--- config.mk ---
export PLATFORM = sky130hd
export DESIGN_NAME = sprite_cmd_encoder
export DESIGN_NICKNAME = d
export VERILOG_FILES = /design/src/rtl/sprite_cmd_encoder.sv
export SDC_FILE = /design/constraint.sdc
export NUM_CORES = 1
export LEC_CHECK = 0
export BUFFER_PORTS_ARGS = -buffer_cell sky130_fd_sc_hd__buf_2
export CAP_MARGIN = 20
export CORE_MARGIN = 2
export CORE_UTILIZATION = 53
export DETAILED_ROUTE_END_ITERATION = 10
export HOLD_SLACK_MARGIN = 0.02
export PLACE_DENSITY = 0.82
export SYNTH_ARGS = -nofsm -noshare
export SYNTH_HDL_FRONTEND = slang
export SYNTH_SLANG_ARGS = --single-unit
--- constraint.sdc ---
create_clock -name clk -period 2.79 [get_ports clk]
set_input_delay 0 -clock clk [delete_from_list [all_inputs] [get_ports clk]]
set_output_delay 0 -clock clk [all_outputs]
set_load 0.01 [all_outputs]
--- src/rtl/sprite_cmd_encoder.sv ---
// sprite_cmd_encoder: buffers whole-sprite update requests and serialises them
// into 32-bit per-field write words on writedata, aimed at the back buffer.
// A frame-boundary swap_req emits the buffer-swap word between requests.
//
// Optional build macro SPRITE_CMD_STATS_EN adds the words_sent and
// swaps_merged statistics outputs.
//
// state | meaning
// ------+-----------------------------------------------------------
// IDLE  | writedata = 0; start a pending swap or pop the next request
// ATTR  | drive attr word (visible, flip, pattern)
// XW    | drive x coordinate word
// YW    | drive y coordinate word
// SHW   | drive shift word
// SWAP  | drive swap word, pulse swap_done, toggle back_buf at cycle end
module sprite_cmd_encoder #(
  parameter int DEPTH       = 4,
  parameter int CHILD_LIMIT = 2
) (
  input  logic        clk,
  input  logic        reset,
  input  logic        req_valid,
  output logic        req_ready,
  input  logic [5:0]  req_comp,
  input  logic [4:0]  req_child,
  input  logic [3:0]  req_mask,
  input  logic        req_visible,
  input  logic        req_flip,
  input  logic [4:0]  req_pattern,
  input  logic [9:0]  req_x,
  input  logic [9:0]  req_y,
  input  logic [9:0]  req_shift,
  input  logic        swap_req,
  output logic [31:0] writedata,
  output logic        back_buf,
  output logic        swap_done,
  output logic        req_err
`ifdef SPRITE_CMD_STATS_EN
  ,
  output logic [15:0] words_sent,
  output logic [7:0]  swaps_merged
`endif
);

  localparam int AW = $clog2(DEPTH);

  typedef struct packed {
    logic [5:0] comp;
    logic [4:0] child;
    logic [3:0] mask;
    logic       visible;
    logic       flip;
    logic [4:0] pattern;
    logic [9:0] x;
    logic [9:0] y;
    logic [9:0] shift;
  } req_t;

  typedef enum logic [2:0] {
    IDLE = 3'd0,
    ATTR = 3'd1,
    XW   = 3'd2,
    YW   = 3'd3,
    SHW  = 3'd4,
    SWAP = 3'd5
  } state_t;

  state_t        state, state_nxt;
  req_t          mem [DEPTH];
  req_t          in_req, head, work;
  logic [AW:0]   wr_ptr, rd_ptr;
  logic          full, empty, push, pop, child_bad;
  logic          swap_pend;

  // First word state whose mask bit is set, in ATTR -> XW -> YW -> SHW order.
  function automatic state_t first_set(input logic [3:0] m);
    if (m[0])      return ATTR;
    else if (m[1]) return XW;
    else if (m[2]) return YW;
    else if (m[3]) return SHW;
    else           return IDLE;
  endfunction

  assign in_req = '{comp: req_comp, child: req_child, mask: req_mask,
                    visible: req_visible, flip: req_flip, pattern: req_pattern,
                    x: req_x, y: req_y, shift: req_shift};

  assign child_bad = (32'(req_child) >= 32'(CHILD_LIMIT));
  assign full      = (wr_ptr[AW] != rd_ptr[AW]) && (wr_ptr[AW-1:0] == rd_ptr[AW-1:0]);
  assign empty     = (wr_ptr == rd_ptr);
  assign req_ready = !full;
  // Out-of-range children are accepted (handshake completes) but dropped.
  assign push      = req_valid && req_ready && !child_bad;
  assign head      = mem[rd_ptr[AW-1:0]];
  assign swap_done = (state == SWAP);

  // FIFO storage; no reset needed since the pointers qualify the contents.
  always_ff @(posedge clk) begin
    if (push) mem[wr_ptr[AW-1:0]] <= in_req;
  end

  // FIFO pointers.
  always_ff @(posedge clk or posedge reset) begin
    if (reset) begin
      wr_ptr <= '0;
      rd_ptr <= '0;
    end else begin
      if (push) wr_ptr <= wr_ptr + (AW+1)'(1);
      if (pop)  rd_ptr <= rd_ptr + (AW+1)'(1);
    end
  end

  // State register, working request, buffer select, swap-pending flag, error pulse.
  always_ff @(posedge clk or posedge reset) begin
    if (reset) begin
      state     <= IDLE;
      work      <= '0;
      back_buf  <= 1'b1;
      swap_pend <= 1'b0;
      req_err   <= 1'b0;
    end else begin
      state     <= state_nxt;
      if (pop) work <= head;
      if (state == SWAP) back_buf <= !back_buf;
      // A swap_req coinciding with SWAP re-arms the flag for the next frame.
      swap_pend <= swap_req || (swap_pend && (state != SWAP));
      req_err   <= req_valid && req_ready && child_bad;
    end
  end

  // Next-state and pop decision; swaps win in IDLE but never split a request.
  always_comb begin
    state_nxt = state;
    pop       = 1'b0;
    case (state)
      IDLE: begin
        if (swap_pend) begin
          state_nxt = SWAP;
        end else if (!empty) begin
          pop       = 1'b1;
          state_nxt = first_set(head.mask);
        end
      end
      ATTR:    state_nxt = first_set({work.mask[3:1], 1'b0});
      XW:      state_nxt = first_set({work.mask[3:2], 2'b00});
      YW:      state_nxt = first_set({work.mask[3], 3'b000});
      SHW:     state_nxt = IDLE;
      SWAP:    state_nxt = IDLE;
      default: state_nxt = IDLE;
    endcase
  end

  // Word formatting; decoded from state so reset clears writedata at once.
  always_comb begin
    writedata = 32'h0;
    case (state)
      ATTR: writedata = {work.comp, work.child, 4'b0001, 3'b001, back_buf,
                         work.visible, work.flip, 6'b0, work.pattern};
      XW:   writedata = {work.comp, work.child, 4'b0001, 3'b010, back_buf,
                         3'b0, work.x};
      YW:   writedata = {work.comp, work.child, 4'b0001, 3'b011, back_buf,
                         3'b0, work.y};
      SHW:  writedata = {work.comp, work.child, 4'b0001, 3'b100, back_buf,
                         3'b0, work.shift};
      SWAP: writedata = {6'b0, 5'b0, 4'b1111, 3'b000, back_buf, 13'b0};
      default: writedata = 32'h0;
    endcase
  end

`ifdef SPRITE_CMD_STATS_EN
  // Statistics: wrapping word counter and saturating merged-swap counter.
  always_ff @(posedge clk or posedge reset) begin
    if (reset) begin
      words_sent   <= '0;
      swaps_merged <= '0;
    end else begin
      if (state != IDLE) words_sent <= words_sent + 16'd1;
      if (swap_req && swap_pend && (state != SWAP) && (swaps_merged != 8'hFF))
        swaps_merged <= swaps_merged + 8'd1;
    end
  end
`endif

endmodule

---- Yosys cells after proc, flatten, opt, wreduce, memory -nomap -nowiden ----
Memories as Yosys holds them, arrays and structs flattened.
Index checks and enable logic that the tools add are counted.
operators by class
  add/sub/neg operators ................... 2
  magnitude comparators ................... 1
  equal/unequal tests ..................... 10
  multiplexer cells ....................... 16
  reduce and logical (&&, ||, !) cells .... 10
operators by type and width
  operator               count
  $pmux W32 S5           1
  $mux W3                9
  $pmux W3 S4            1
  $add A3 B1 Y3 const B  2
  $eq A3 B2 Y1 const B   2
  $eq A3 B3 Y1 const B   2
  $ne A3 B3 Y1 const B   2
  $ge A5 B2 Y1 const B   1
  $logic_and A1 B1 Y1    5
  $mux W1                5
  $eq A3 B1 Y1 const B   1
  $eq A3 B3 Y1           1
  $logic_not A1 Y1       3
  $logic_not A3 Y1       1
  $eq A2 B2 Y1           1
  $logic_or A1 B1 Y1     1
  $ne A1 B1 Y1           1
word-level totals
  bits in registers ....................... 64
  memory bits (writable) .................. 208
  bits of input ports ..................... 56
  output and inout bits ................... 36
  logic and storage cells ................. 55
  memories kept ........................... 1
memories
  name  words  width  read ports  clocked after Yosys merged registers in  wr ports  RTL line  RTL
  mem   4      52     1           0                                        1         69        req_t mem [DEPTH];

---- Depth between registers and ports, before layout ----
Gate-level depths: netlist of the first run.
An unclocked memory read counts as a cell.
  depth after elaboration ................. 8
  gate-level depth with buffers ........... 7
  gate-level depth less buffers ........... 4

---- Worst setup path after synthesis of the first run ----
No wires, ideal clock.
  path type ............................... register to register
  start point ............................. register rd_ptr[0]
  end point ............................... memory mem[2][0] (netlist bit), enable pin
  setup time .............................. 415 ps
  arrival time ............................ 2385 ps
  data required time ...................... 2375 ps
  slack ................................... -10 ps
  stages on the path, launching flop included .. 5
  path buffers ............................ 1
  clock period less this slack ............ 2800 ps
  cells stage by stage .................... dfrtp_1 -> buf_6 -> xnor2_1 -> a311oi_4 -> and2_1
on the way
  longest elaborated chain between the ends .. 7
ends and longest elaborated chain
  element                           RTL line  RTL
  from (decl)                       71        logic [AW:0] wr_ptr, rd_ptr;
  from (signal assigned)            109       if (pop) rd_ptr <= rd_ptr + (AW+1)'(1);
  $eq A2 B2 Y1                      89        assign full = (wr_ptr[AW] != rd_ptr[AW]) && (wr_ptr[AW-1:0] == rd_ptr[AW-1:0]);
  $logic_and A1 B1 Y1               89
  $logic_not A1 Y1                  91        assign req_ready = !full;
  $logic_and A1 B1 Y1 (2 in a row)  93        assign push = req_valid && req_ready && !child_bad;
  $mux W1                           99        if (push) mem[wr_ptr[AW-1:0]] <= in_req;
  $mux W1 (implied by the code)     99
  to (decl)                         69
No other way between the ends.

---- Final worst setup path of the first run ----
  start point ............................. register state[2]
  end point ............................... output port writedata[6]
on the way
  longest elaborated chain between the ends .. 2
  elaborated cells between the ends (all ways) .. 6
  those cells by class .................... eq/ne: 5; mux: 1
ends and longest elaborated chain
  element                                     RTL line  RTL
  from (decl)                                 68        state_t state, state_nxt;
  from (signal assigned)                      122       state <= state_nxt;
  $eq A3 B3 Y1, or another cell as far along  156       case (state)
  $pmux W32 S5 (*)                            156
  to (decl)                                   34        output logic [31:0] writedata,
Every way passes the cells marked *; elsewhere a longest branch is shown, timed or not.

==> results of run 1 <==
state kept, by name (all words and copies together), names as in the netlist:
register and count:
mem 208, work 51, rd_ptr 3, state 3
wr_ptr 3, back_buf 1, req_err 1, swap_pend 1
power groups by stage:
stage	logic [mW]	clock network [mW]	registers (mW)
finish	3.33	3.76	5.22
global route	3.58	3.97	5.28
CTS	3.36	3.80	5.22
detailed placement	3.24	0	5.30
global placement	3.13	0	5.25
floorplan	2.42	0	5.12
critical path, delay by kind of cell (launching register included):
family	cells	cell delay (ns)
DFF	1	0.56
and+or+nand+nor	1	0.68
AOI/OAI and AO/OA	2	0.64
buffers and inverters	1	0.22
synth_stat cells (2+ instances only):
library cell / instances
sky130_fd_sc_hd__dfrtp_1: 62
sky130_fd_sc_hd__nor3_1: 2
sky130_fd_sc_hd__buf_2: 5
sky130_fd_sc_hd__mux2_1: 22
sky130_fd_sc_hd__and2_1: 16
sky130_fd_sc_hd__nor3b_1: 2
sky130_fd_sc_hd__mux2_2: 30
sky130_fd_sc_hd__nor2_1: 6
sky130_fd_sc_hd__a21o_1: 2
sky130_fd_sc_hd__inv_1: 9
sky130_fd_sc_hd__o21ai_0: 6
sky130_fd_sc_hd__mux4_2: 52
sky130_fd_sc_hd__xnor2_1: 6
sky130_fd_sc_hd__nor2b_1: 5
sky130_fd_sc_hd__buf_4: 5
sky130_fd_sc_hd__nand2b_1: 2
sky130_fd_sc_hd__xor2_1: 5
sky130_fd_sc_hd__o22ai_1: 6
sky130_fd_sc_hd__clkbuf_1: 12
sky130_fd_sc_hd__edfxtp_1: 208
sky130_fd_sc_hd__nand3_1: 5
sky130_fd_sc_hd__o311a_1: 2
sky130_fd_sc_hd__buf_6: 7
sky130_fd_sc_hd__nand2_1: 5
sky130_fd_sc_hd__mux2i_1: 5
sky130_fd_sc_hd__a21oi_1: 6
sky130_fd_sc_hd__a22oi_1: 10
sky130_fd_sc_hd__ha_1: 5
cell type report:
type | count | area share
Clock inverter | 14 | 0.0167
Clock buffer | 34 | 0.0560
Tap cell | 265 | 0.0258
Inverter | 9 | 0.00262
Sequential cell | 271 | 0.608
Multi-Input combinational cell | 211 | 0.195
Timing Repair Buffer | 168 | 0.0953
metal layers:
metal / up-vias / part of all wire / track usage
li1: 2392 / - / -
met1: 2824 / 0.41 / 0.279
met2: 187 / 0.52 / 0.367
met3: 38 / 0.052 / 0.0327
met4: 0 / 0.021 / 0.0554
met5: - / 0 / 0
placed cells by master, fill, tap and decap left out, types with 8 or more instances in the layout:
cell type	n
sky130_fd_sc_hd__and2_1	13
sky130_fd_sc_hd__buf_4	18
sky130_fd_sc_hd__inv_1	8
sky130_fd_sc_hd__mux2_2	30
sky130_fd_sc_hd__mux4_2	52
sky130_fd_sc_hd__a22oi_1	10
sky130_fd_sc_hd__edfxtp_1	208
sky130_fd_sc_hd__mux2_1	22
sky130_fd_sc_hd__clkbuf_16	26
sky130_fd_sc_hd__dlygate4sd3_1	56
sky130_fd_sc_hd__buf_2	90
sky130_fd_sc_hd__dfrtp_1	60
kinds of logic (layout without fill, tap and decap cells):
group	Yosys count	count (layout)	share of synthesized area
buf+inv	39	225	0.0212
compound gates	35	35	0.0236
xor+xnor	11	11	0.00912
other cells	1	1	0.000355
flops	271	271	0.741
mux	109	109	0.171
fa+ha+maj	5	5	0.00592
simple gates	50	50	0.0277
final timing paths:
check / endpoint / startpoint / slack [ns]
hold reg to reg: work[24] / work[24] / 0.49
setup reg to reg: mem[2][31] / rd_ptr[0] / 0.55
min in group clk: swap_pend / swap_req / 0.20
hold / removal: work[51] / reset / 0.09
max in group asynchronous: back_buf / reset / 1.93
setup / recovery: writedata[6] / state[2] / 0.16
through the flow:
step	worst slack (ns)	power, mW	area (µm²)
after floorplan	0.540	7.54	10600
after global placement	0.609	8.37	11400
after detailed placement	0.533	8.54	11400
after CTS	0.261	12.4	12900
after global routing	0.0326	12.8	12900
final	0.162	12.3	12900
==> impl_results.md, run 1 <==
* Seq pwr share at 0.424
* Number of instances resized during post-cts repair at 0
* Critical path, cell by cell: nor2b_1, a22oi_1, o21ai_0, buf_2
* Setup_tns at 0 ns
* Clock insertion delay at the later pin of the skew report at 0.52 ns
* Hold-fix buffers at CTS at 56
* Synthesized cell area at 10600 µm²
* IR Drop Worst-Case VDD at 0.000602 V
* Depth of the worst register-to-register path at 4
* Deepest clock path buffer count at 3
* Mean cell area of the mapped netlist at 20.3 µm²
* Initial Util at 0.541
* Fin. Hold Viols at 0
* Overflow after GRT at 0
* Clock Skew at 0.0111 ns
* Run status: finished, final reports clean
* Total number of clock tree sinks at 271
* Post-Route Utilization at 0.659
* Largest net degree at the start of global routing at 40
* Number of remaining DRC errors at 0
* Highest clock frequency the design can meet at 381 MHz
* EDFF count, synth at 208
* Clock tree from TritonCTS: yes
* Vias per cell at 5.60
* Floorplan Core Area at 19500 µm²
* Ratio of cells with drive above 1 in the final layout at 0.354
* Slew of the pin with the lowest slew margin at 0.772 ns
* Cell internal pwr at 8.79 mW
* Die W at 145 µm
* Final HPWL from detailed placement at 13200 µm
* Final worst path period need at 2.63 ns
* Synth area leaders: sky130_fd_sc_hd__edfxtp_1, sky130_fd_sc_hd__dfrtp_1, sky130_fd_sc_hd__mux4_2, sky130_fd_sc_hd__mux2_2, sky130_fd_sc_hd__mux2_1
* Number of register bits inferred by synthesis at 271
* Standard-cell row count at 51
* Cells after synthesis at 521
* Proportion of power drawn by the clock network at 0.306
* Deepest level of the CTS H-tree at 1
* Number of antenna violations at the first check in global routing at 0
* Filler Cell Count at 1296
* Area enclosed by the die boundary at 21100 µm²
* Fin cells at 972
* Count of nets left with antenna violations after detail routing at 0
* Crit share post-route at 0.942
* Total net switching power at 3.52 mW
* Ratio of total power to cell area at 956 nW/µm²
* Type of the setup path with the least slack: flip-flop to output port
* Vias at 5441
* Setup Viol. Count Final at 0
* Leakage power figure at 4.70 nW
* Vias in the first global route at 5940
* Total setup buffers inserted after CTS at 0
* Startpoint kind of the worst setup timing path: flip-flop
* Synthesized netlist net count at 582
* Syn-to-layout area delta at 21.9%
* Maximum fanout encountered on the critical timing path at 11
* Slew headroom at 0.484
* Top_reg_cell synth: sky130_fd_sc_hd__edfxtp_1
* Area of the multi-input gates at 2520 µm²
* Placer's final routability congestion estimate at 0.769
* CP max-delay cell: sky130_fd_sc_hd__nor2b_1
* Data arrival time of the worst path at 2.63 ns
* DR pass1 iterations at 4
* WP data required at 2.79 ns
* Worst stage delay on the critical path at 0.68 ns
* Initial detailed-routing violation count at 390
* Clock-pin slew on the worst setup and hold paths at 0.06 ns
* Number of CTS-inserted buffers at 26
* Final WL at 21500 µm
* Gr usage total at 0.210
* Net count of the finished layout at 748
* Wire length of the first global-routing pass at 34300 µm
* Share of the synthesized area in the top cell type at 0.592
* I/O Buffers at 90
* Combinational cell fraction of total power at 0.271
* Number of warnings reported in the yosys synthesis log at 0
* Worst setup EP type: output port
* Count of cell types in the netlist at 41
* Height of the chip at 145 µm
* I/O pin count at 92
* Sequential cell area at 7830 µm²
* Register area share after synthesis at 0.741
* Routed wirelength normalized by instance count at 22.2 µm
* Hold crit path type: input pin to async pin
* Cell taking the most area after synthesis: sky130_fd_sc_hd__edfxtp_1
* Clk Tree Root Cell: sky130_fd_sc_hd__clkbuf_16
* Maximum Capacitance Violations at 0
* Count of placed standard cells including taps at 868
* Tightest hold margin at 0.0872 ns
* Setup repair after global routing missed its margin: no
* Ys async rst share at 0.232
* Antenna diode instance count at 0
* Sw frac at 0.286
* Pins Over Slew Limit at 0
Power figures use the tool's default switching activity.
==> run 2: changes to the inputs <==
Settings changed: CORE_UTILIZATION 53 to 50, PLACE_DENSITY 0.82 to 0.78.
==> run 2 against run 1 <==
  * Register-to-register slack lost 0.15 ns
  * First-iteration DRC count is 13% lower
  * Fmax up 2.7%
  * Worst hold slack gained 0.11 ns
  * Non-clock buffer count shrank 5
  * Critical endpoint is now writedata[5]
  * Largest cell class unchanged
==> impl_results.md, run 2 (synthesis gave the netlist of run 1 again) <==
* Largest net degree at the start of global routing at 64 (was 40)
* Setup Viol. Count Final at 0 (unchanged)
* Net count of the finished layout at 743 (was 748)
* Initial detailed-routing violation count at 340 (was 390)
* Hold crit path type: input pin to flip-flop (was input pin to async pin)
* Clock Skew at 0.0180 ns (was 0.0111 ns)
* Post-Route Utilization at 0.613 (was 0.659)
* Sequential cell area at 7830 µm² (unchanged)
* Fin. Hold Viols at 0 (unchanged)
* Slew of the pin with the lowest slew margin at 0.904 ns (was 0.772 ns)
* Wire length of the first global-routing pass at 32800 µm (was 34300 µm)
* Height of the chip at 149 µm (was 145 µm)
* I/O pin count at 92 (unchanged)
* Clock tree from TritonCTS: yes (unchanged)
* Most Frequent Cell on Critical Path: sky130_fd_sc_hd__buf_4
* Flip-flop count of the largest register after layout at 208 (unchanged)
* Clk Tree Root Cell: sky130_fd_sc_hd__clkbuf_16 (unchanged)
* Area enclosed by the die boundary at 22300 µm² (was 21100 µm²)
* Overflow after GRT at 0 (unchanged)
* Setup_tns at 0 ns (unchanged)
* Leakage power figure at 4.65 nW (was 4.70 nW)
* Vias per cell at 5.56 (was 5.60)
* Routed wirelength normalized by instance count at 21.3 µm (was 22.2 µm)
* Initial Util at 0.505 (was 0.541)
* Number of remaining DRC errors at 0 (unchanged)
* Count of nets left with antenna violations after detail routing at 0 (unchanged)
* Total power at 12.0 mW (was 12.3 mW)
* Die W at 149 µm (was 145 µm)
* Critical path, cell by cell: buf_4, nor2b_1, buf_4, a22oi_1, o21ai_0, buf_2 (was nor2b_1, a22oi_1, o21ai_0, buf_2)
* Crit share post-route at 0.917 (was 0.942)
* Worst stage delay on the critical path at 0.45 ns (was 0.68 ns)
* Data arrival time of the worst path at 2.56 ns (was 2.63 ns)
* Clock insertion delay at the later pin of the skew report at 0.54 ns (was 0.52 ns)
* Run status: finished, final reports clean (unchanged)
* DR pass1 iterations at 5 (was 4)
* Area of the multi-input gates at 2520 µm² (unchanged)
* Placer's final routability congestion estimate at 0.796 (was 0.769)
* I/O Buffers at 90 (unchanged)
* Maximum fanout encountered on the critical timing path at 6 (was 11)
* Standard-cell row count at 53 (was 51)
* Final worst path period need at 2.56 ns (was 2.63 ns)
* Post-place instance area at 11400 µm² (about the same)
* Final instance area at 12800 µm² (was 12900 µm²)
* CP max-delay cell: sky130_fd_sc_hd__dfrtp_1 (was sky130_fd_sc_hd__nor2b_1)
* Vias at 5436 (was 5441)
* Syn-to-layout area delta at 21.4% (was 21.9%)
* Total number of clock tree sinks at 271 (unchanged)
* Slew headroom at 0.397 (was 0.484)
* Highest clock frequency the design can meet at 391 MHz (was 381 MHz)
* Final WL at 20800 µm (was 21500 µm)
* Gr usage total at 0.194 (was 0.210)
* Pins Over Slew Limit at 0 (unchanged)
* Ratio of total power to cell area at 938 nW/µm² (was 956 nW/µm²)
* Type of the setup path with the least slack: flip-flop to output port (unchanged)
* Number of antenna violations at the first check in global routing at 0 (unchanged)
* Startpoint kind of the worst setup timing path: flip-flop (unchanged)
* WP data required at 2.79 ns (about the same)
* Ratio of cells with drive above 1 in the final layout at 0.345 (was 0.354)
* Total setup buffers inserted after CTS at 0 (unchanged)
* IR Drop Worst-Case VDD at 0.000628 V (was 0.000602 V)
* Most frequent cells in the layout: sky130_fd_sc_hd__edfxtp_1, sky130_fd_sc_hd__buf_2, sky130_fd_sc_hd__dfrtp_1, sky130_fd_sc_hd__dlygate4sd3_1, sky130_fd_sc_hd__mux4_2 (unchanged)
* Vias in the first global route at 5902 (was 5940)
* Final HPWL from detailed placement at 12700 µm (was 13200 µm)
* Setup repair after global routing missed its margin: no (unchanged)
* Filler Cell Count at 1451 (was 1296)
* Deepest level of the CTS H-tree at 1 (unchanged)
* Worst setup EP type: output port (unchanged)
* Floorplan Core Area at 20900 µm² (was 19500 µm²)
* Clock-pin slew on the worst setup and hold paths at 0.06 ns (about the same)
* Maximum Capacitance Violations at 0 (unchanged)
* Number of CTS-inserted buffers at 26 (unchanged)
* Leading cell type in the layout, fill and taps excluded: sky130_fd_sc_hd__edfxtp_1 (unchanged)
* Antenna diode instance count at 0 (unchanged)
* Deepest clock path buffer count at 3 (unchanged)
==> run 2: changes by cell type in the layout (fill, tap and decap cells not counted) <==
cell                            before  now
sky130_fd_sc_hd__buf_4              18   11
sky130_fd_sc_hd__buf_12              4    7
sky130_fd_sc_hd__clkbuf_1            4    7
sky130_fd_sc_hd__bufinv_16           5    3
sky130_fd_sc_hd__clkinvlp_4          2    0
sky130_fd_sc_hd__clkbuf_8            4    3
sky130_fd_sc_hd__clkinv_1            0    1
sky130_fd_sc_hd__clkinv_2            5    6
sky130_fd_sc_hd__dlygate4sd3_1      56   55
==> run 2: power by group <==
part           internal [mW]  switching (mW)  total (mW)
Clock                   2.08            1.43        3.51
Sequential              4.86           0.379        5.24
Combinational           1.63            1.63        3.27
==> run 2: worst max-delay path, delay by kind of cell (launching register included) <==
family	cells	cell delay, ns
buffers and inverters	3	0.68
AO/OA/AOI/OAI	2	0.46
flip-flops	1	0.45
AND/OR/NAND/NOR	1	0.45
==> run 2: worst paths after layout <==
path                           start            to  slack, ns  cells past startpoint
max                         state[2]  writedata[5]       0.23                      6
min                         swap_req     swap_pend       0.20                      3
max reg2reg                rd_ptr[0]    mem[2][46]       0.40                      4
min reg2reg                 work[31]      work[31]       0.49                      1
max in group asynchronous      reset     rd_ptr[1]       1.84                      4
min in group asynchronous      reset      work[50]       0.26                      4
==> run 2: what timing repair did <==
action	CTS	global route
endpoints found under the hold margin	274	0
resized for setup	0	0
hold buffers	55	0
==> run 2: cell type report <==
cell class,instances,area share
clock inverters,12,0.0116
well taps,275,0.0269
flip-flops and latches,271,0.611
multi-input cells,211,0.196
inverters,9,0.00264
clock buffers,36,0.0560
repair buffers,163,0.0955
==> run 2: routing by layer <==
metal | up-vias | global-route usage | share of wire
met5 | - | 0 | 0
met3 | 38 | 0.0272 | 0.056
met2 | 203 | 0.326 | 0.50
li1 | 2381 | - | -
met1 | 2814 | 0.266 | 0.41
met4 | 0 | 0.0629 | 0.027
==> run 2: per-stage QoR <==
stage	instances	worst slack, ns	hold WS, ns
6_report	977	0.232	0.198
3_5_place_dp	874	0.382	0.199
3_3_place_gp	874	0.450	0.197
4_1_cts	977	0.236	0.188
5_1_grt	977	0.0855	0.206
2_1_floorplan	521	0.540	0.0923
==> run 3: changes to the inputs <==
Settings changed: BUFFER_PORTS_ARGS -buffer_cell sky130_fd_sc_hd__buf_2 to -buffer_cell sky130_fd_sc_hd__buf_4, CORE_ASPECT_RATIO set to 0.6, MAX_ROUTING_LAYER set to met4.
==> run 3 against run 2 <==
  * Highest routed layer unchanged
  * Utilization grew 0.38 points
  * Combinational power grew 6.7%
  * Critical endpoint is now writedata[24]
  * Clock-buffer cell count shrank 2
  * Critical path type unchanged
==> impl_results.md, run 3 (synthesis gave the netlist of run 1 again) <==
* Startpoint kind of the worst setup timing path: flip-flop (unchanged)
* Clock-pin slew on the worst setup and hold paths at 0.06 ns (about the same)
* Gr usage total at 0.202 (was 0.194)
* Die W at 192 µm (was 149 µm)
* Syn-to-layout area delta at 22.0% (was 21.4%)
* Fin cells at 980 (was 977)
* Worst reg2reg endpoint: mem[0][35] (was mem[2][46])
* Initial detailed-routing violation count at 384 (was 340)
* Filler Cell Count at 1460 (was 1451)
* Maximum fanout encountered on the critical timing path at 22 (was 6)
* Maximum Capacitance Violations at 0 (unchanged)
* Pins Over Slew Limit at 0 (unchanged)
* Largest net degree at the start of global routing at 49 (was 64)
* Antenna diode instance count at 0 (unchanged)
* Standard-cell row count at 41 (was 53)
* Total net switching power at 3.40 mW (was 3.45 mW)
* I/O pin count at 92 (unchanged)
* Vias at 5385 (was 5436)
* Crit share post-route at 0.866 (was 0.917)
* Total number of clock tree sinks at 271 (unchanged)
* Floorplan Core Area at 20900 µm² (about the same)
* Sw frac at 0.289 (was 0.287)
* Area of the multi-input gates at 2520 µm² (unchanged)
* Number of antenna violations at the first check in global routing at 0 (unchanged)
* Start point of the critical path: state[0] (was state[2])
* Flip-flop count of the largest register after layout at 208 (unchanged)
* WP data required at 2.79 ns (about the same)
* Critical Path Sink: writedata[24] (was writedata[5])
* Count of placed standard cells including taps at 880 (was 874)
* Deepest level of the CTS H-tree at 1 (unchanged)
* Clk Tree Root Cell: sky130_fd_sc_hd__clkbuf_16 (unchanged)
* Setup repair after global routing missed its margin: no (unchanged)
* Cell internal pwr at 8.37 mW (was 8.57 mW)
* Count of nets left with antenna violations after detail routing at 0 (unchanged)
* Clock Skew at 0.00728 ns (was 0.0180 ns)
* Most frequent cells in the layout: sky130_fd_sc_hd__edfxtp_1, sky130_fd_sc_hd__buf_4, sky130_fd_sc_hd__dfrtp_1, sky130_fd_sc_hd__dlygate4sd3_1, sky130_fd_sc_hd__mux4_2 (was sky130_fd_sc_hd__edfxtp_1, sky130_fd_sc_hd__buf_2, sky130_fd_sc_hd__dfrtp_1, sky130_fd_sc_hd__dlygate4sd3_1, sky130_fd_sc_hd__mux4_2)
* Number of CTS-inserted buffers at 24 (was 26)
* Wire length of the first global-routing pass at 32400 µm (was 32800 µm)
* I/O Buffers at 90 (unchanged)
* Highest clock frequency the design can meet at 414 MHz (was 391 MHz)
* Leading cell type in the layout, fill and taps excluded: sky130_fd_sc_hd__edfxtp_1 (unchanged)
* Run status: finished, final reports clean (unchanged)
* Ratio of cells with drive above 1 in the final layout at 0.335 (was 0.345)
* Final HPWL from detailed placement at 13200 µm (was 12700 µm)
* Area enclosed by the die boundary at 22300 µm² (about the same)
* Combinational cell fraction of total power at 0.296 (was 0.272)
* Number of remaining DRC errors at 0 (unchanged)
* Routed wirelength normalized by instance count at 21.4 µm (was 21.3 µm)
* Final WL at 21000 µm (was 20800 µm)
* Initial Util at 0.506 (was 0.505)
* Fin. Hold Viols at 0 (unchanged)
* Reg-to-reg critical path startpoint: rd_ptr[0] (unchanged)
* Proportion of power drawn by the clock network at 0.259 (was 0.292)
* Net count of the finished layout at 744 (was 743)
* Post-route worst setup slack at 0.374 ns (was 0.232 ns)
* Worst setup EP type: output port (unchanged)
* Clock tree from TritonCTS: yes (unchanged)
* Vias per cell at 5.49 (was 5.56)
* Vias in the first global route at 5553 (was 5902)
* Setup_tns at 0 ns (unchanged)
* Depth of the worst register-to-register path at 4 (unchanged)
* Hold crit path type: input pin to flip-flop (unchanged)
* Clock insertion delay at the later pin of the skew report at 0.51 ns (was 0.54 ns)
* Total power at 11.8 mW (was 12.0 mW)
* Setup Viol. Count Final at 0 (unchanged)
* Ratio of total power to cell area at 913 nW/µm² (was 938 nW/µm²)
* Placer's final routability congestion estimate at 0.763 (was 0.796)
* Overflow after GRT at 0 (unchanged)
* Slew of the pin with the lowest slew margin at 1.01 ns (was 0.904 ns)
* Tightest hold margin at 0.212 ns (was 0.198 ns)
* DR pass1 iterations at 4 (was 5)
* Seq pwr share at 0.445 (was 0.436)
* Sequential cell area at 7830 µm² (unchanged)
* Setup slack on the worst flop-to-flop path at 0.51 ns (was 0.40 ns)
* Deepest clock path buffer count at 3 (unchanged)
* Data arrival time of the worst path at 2.42 ns (was 2.56 ns)
* IR Drop Worst-Case VDD at 0.000466 V (was 0.000628 V)
* Total setup buffers inserted after CTS at 0 (unchanged)
* Worst setup slack before clock tree synthesis at 0.508 ns (was 0.382 ns)
* Height of the chip at 117 µm (was 149 µm)
* Type of the setup path with the least slack: flip-flop to output port (unchanged)
* Final worst path period need at 2.42 ns (was 2.56 ns)
* Slew headroom at 0.319 (was 0.397)
* Leakage power figure at 4.65 nW (about the same)
-- run 3: area by class of cell --
cell class	instances	area share
sequential	271	0.608
multi-input combinational	211	0.195
timing repair buffer	166	0.111
clock buffer	34	0.0527
tap	279	0.0271
clock inverter	10	0.00330
inverter	9	0.00262
-- run 3: per-stage QoR --
step | util | instance area, µm²
final | 0.617 | 12900
after CTS | 0.617 | 12900
after global routing | 0.617 | 12900
after global placement | 0.556 | 11600
after floorplan | - | 10600
after detailed placement | 0.556 | 11600
-- run 3: worst min path at each step --
stage                     end  slack (ns)  cells after the start  startpoint
floorplan           swap_pend        0.09                      1    swap_req
global placement     work[51]       0.006                      2       reset
detailed placement   work[51]       0.006                      2       reset
CTS                 swap_pend        0.20                      3    swap_req
global route        swap_pend        0.21                      3    swap_req
finish              swap_pend        0.21                      3    swap_req
-- run 3: critical path, cell delays in order, from the launching register on --
cell	delay [ns]
sky130_fd_sc_hd__dfrtp_1	0.35
sky130_fd_sc_hd__buf_4	0.27
sky130_fd_sc_hd__nor2_1	0.12
sky130_fd_sc_hd__xnor2_1	0.80
sky130_fd_sc_hd__and2_1	0.24
sky130_fd_sc_hd__buf_4	0.12
-- run 3: layer usage --
| metal | up-vias | share of wire | track usage |
|---|---|---|---|
| met1 | 2798 | 0.47 | 0.297 |
| li1 | 2384 | - | - |
| met5 | - | 0 | - |
| met4 | 0 | 0.0097 | 0.0287 |
| met2 | 184 | 0.47 | 0.313 |
| met3 | 19 | 0.057 | 0.0285 |
-- run 3: repair_timing --
action,4_1_cts,5_1_grt
gates resized for setup,0,0
hold buffers,56,0
hold endpoints to repair,275,0
-- run 3: power groups by stage --
stage	sequential, mW	combinational [mW]	clock (mW)
floorplan	5.12	2.42	0
global placement	5.27	3.39	0
detailed placement	5.31	3.45	0
CTS	5.23	3.54	3.12
global route	5.30	3.78	3.29
finish	5.23	3.49	3.05
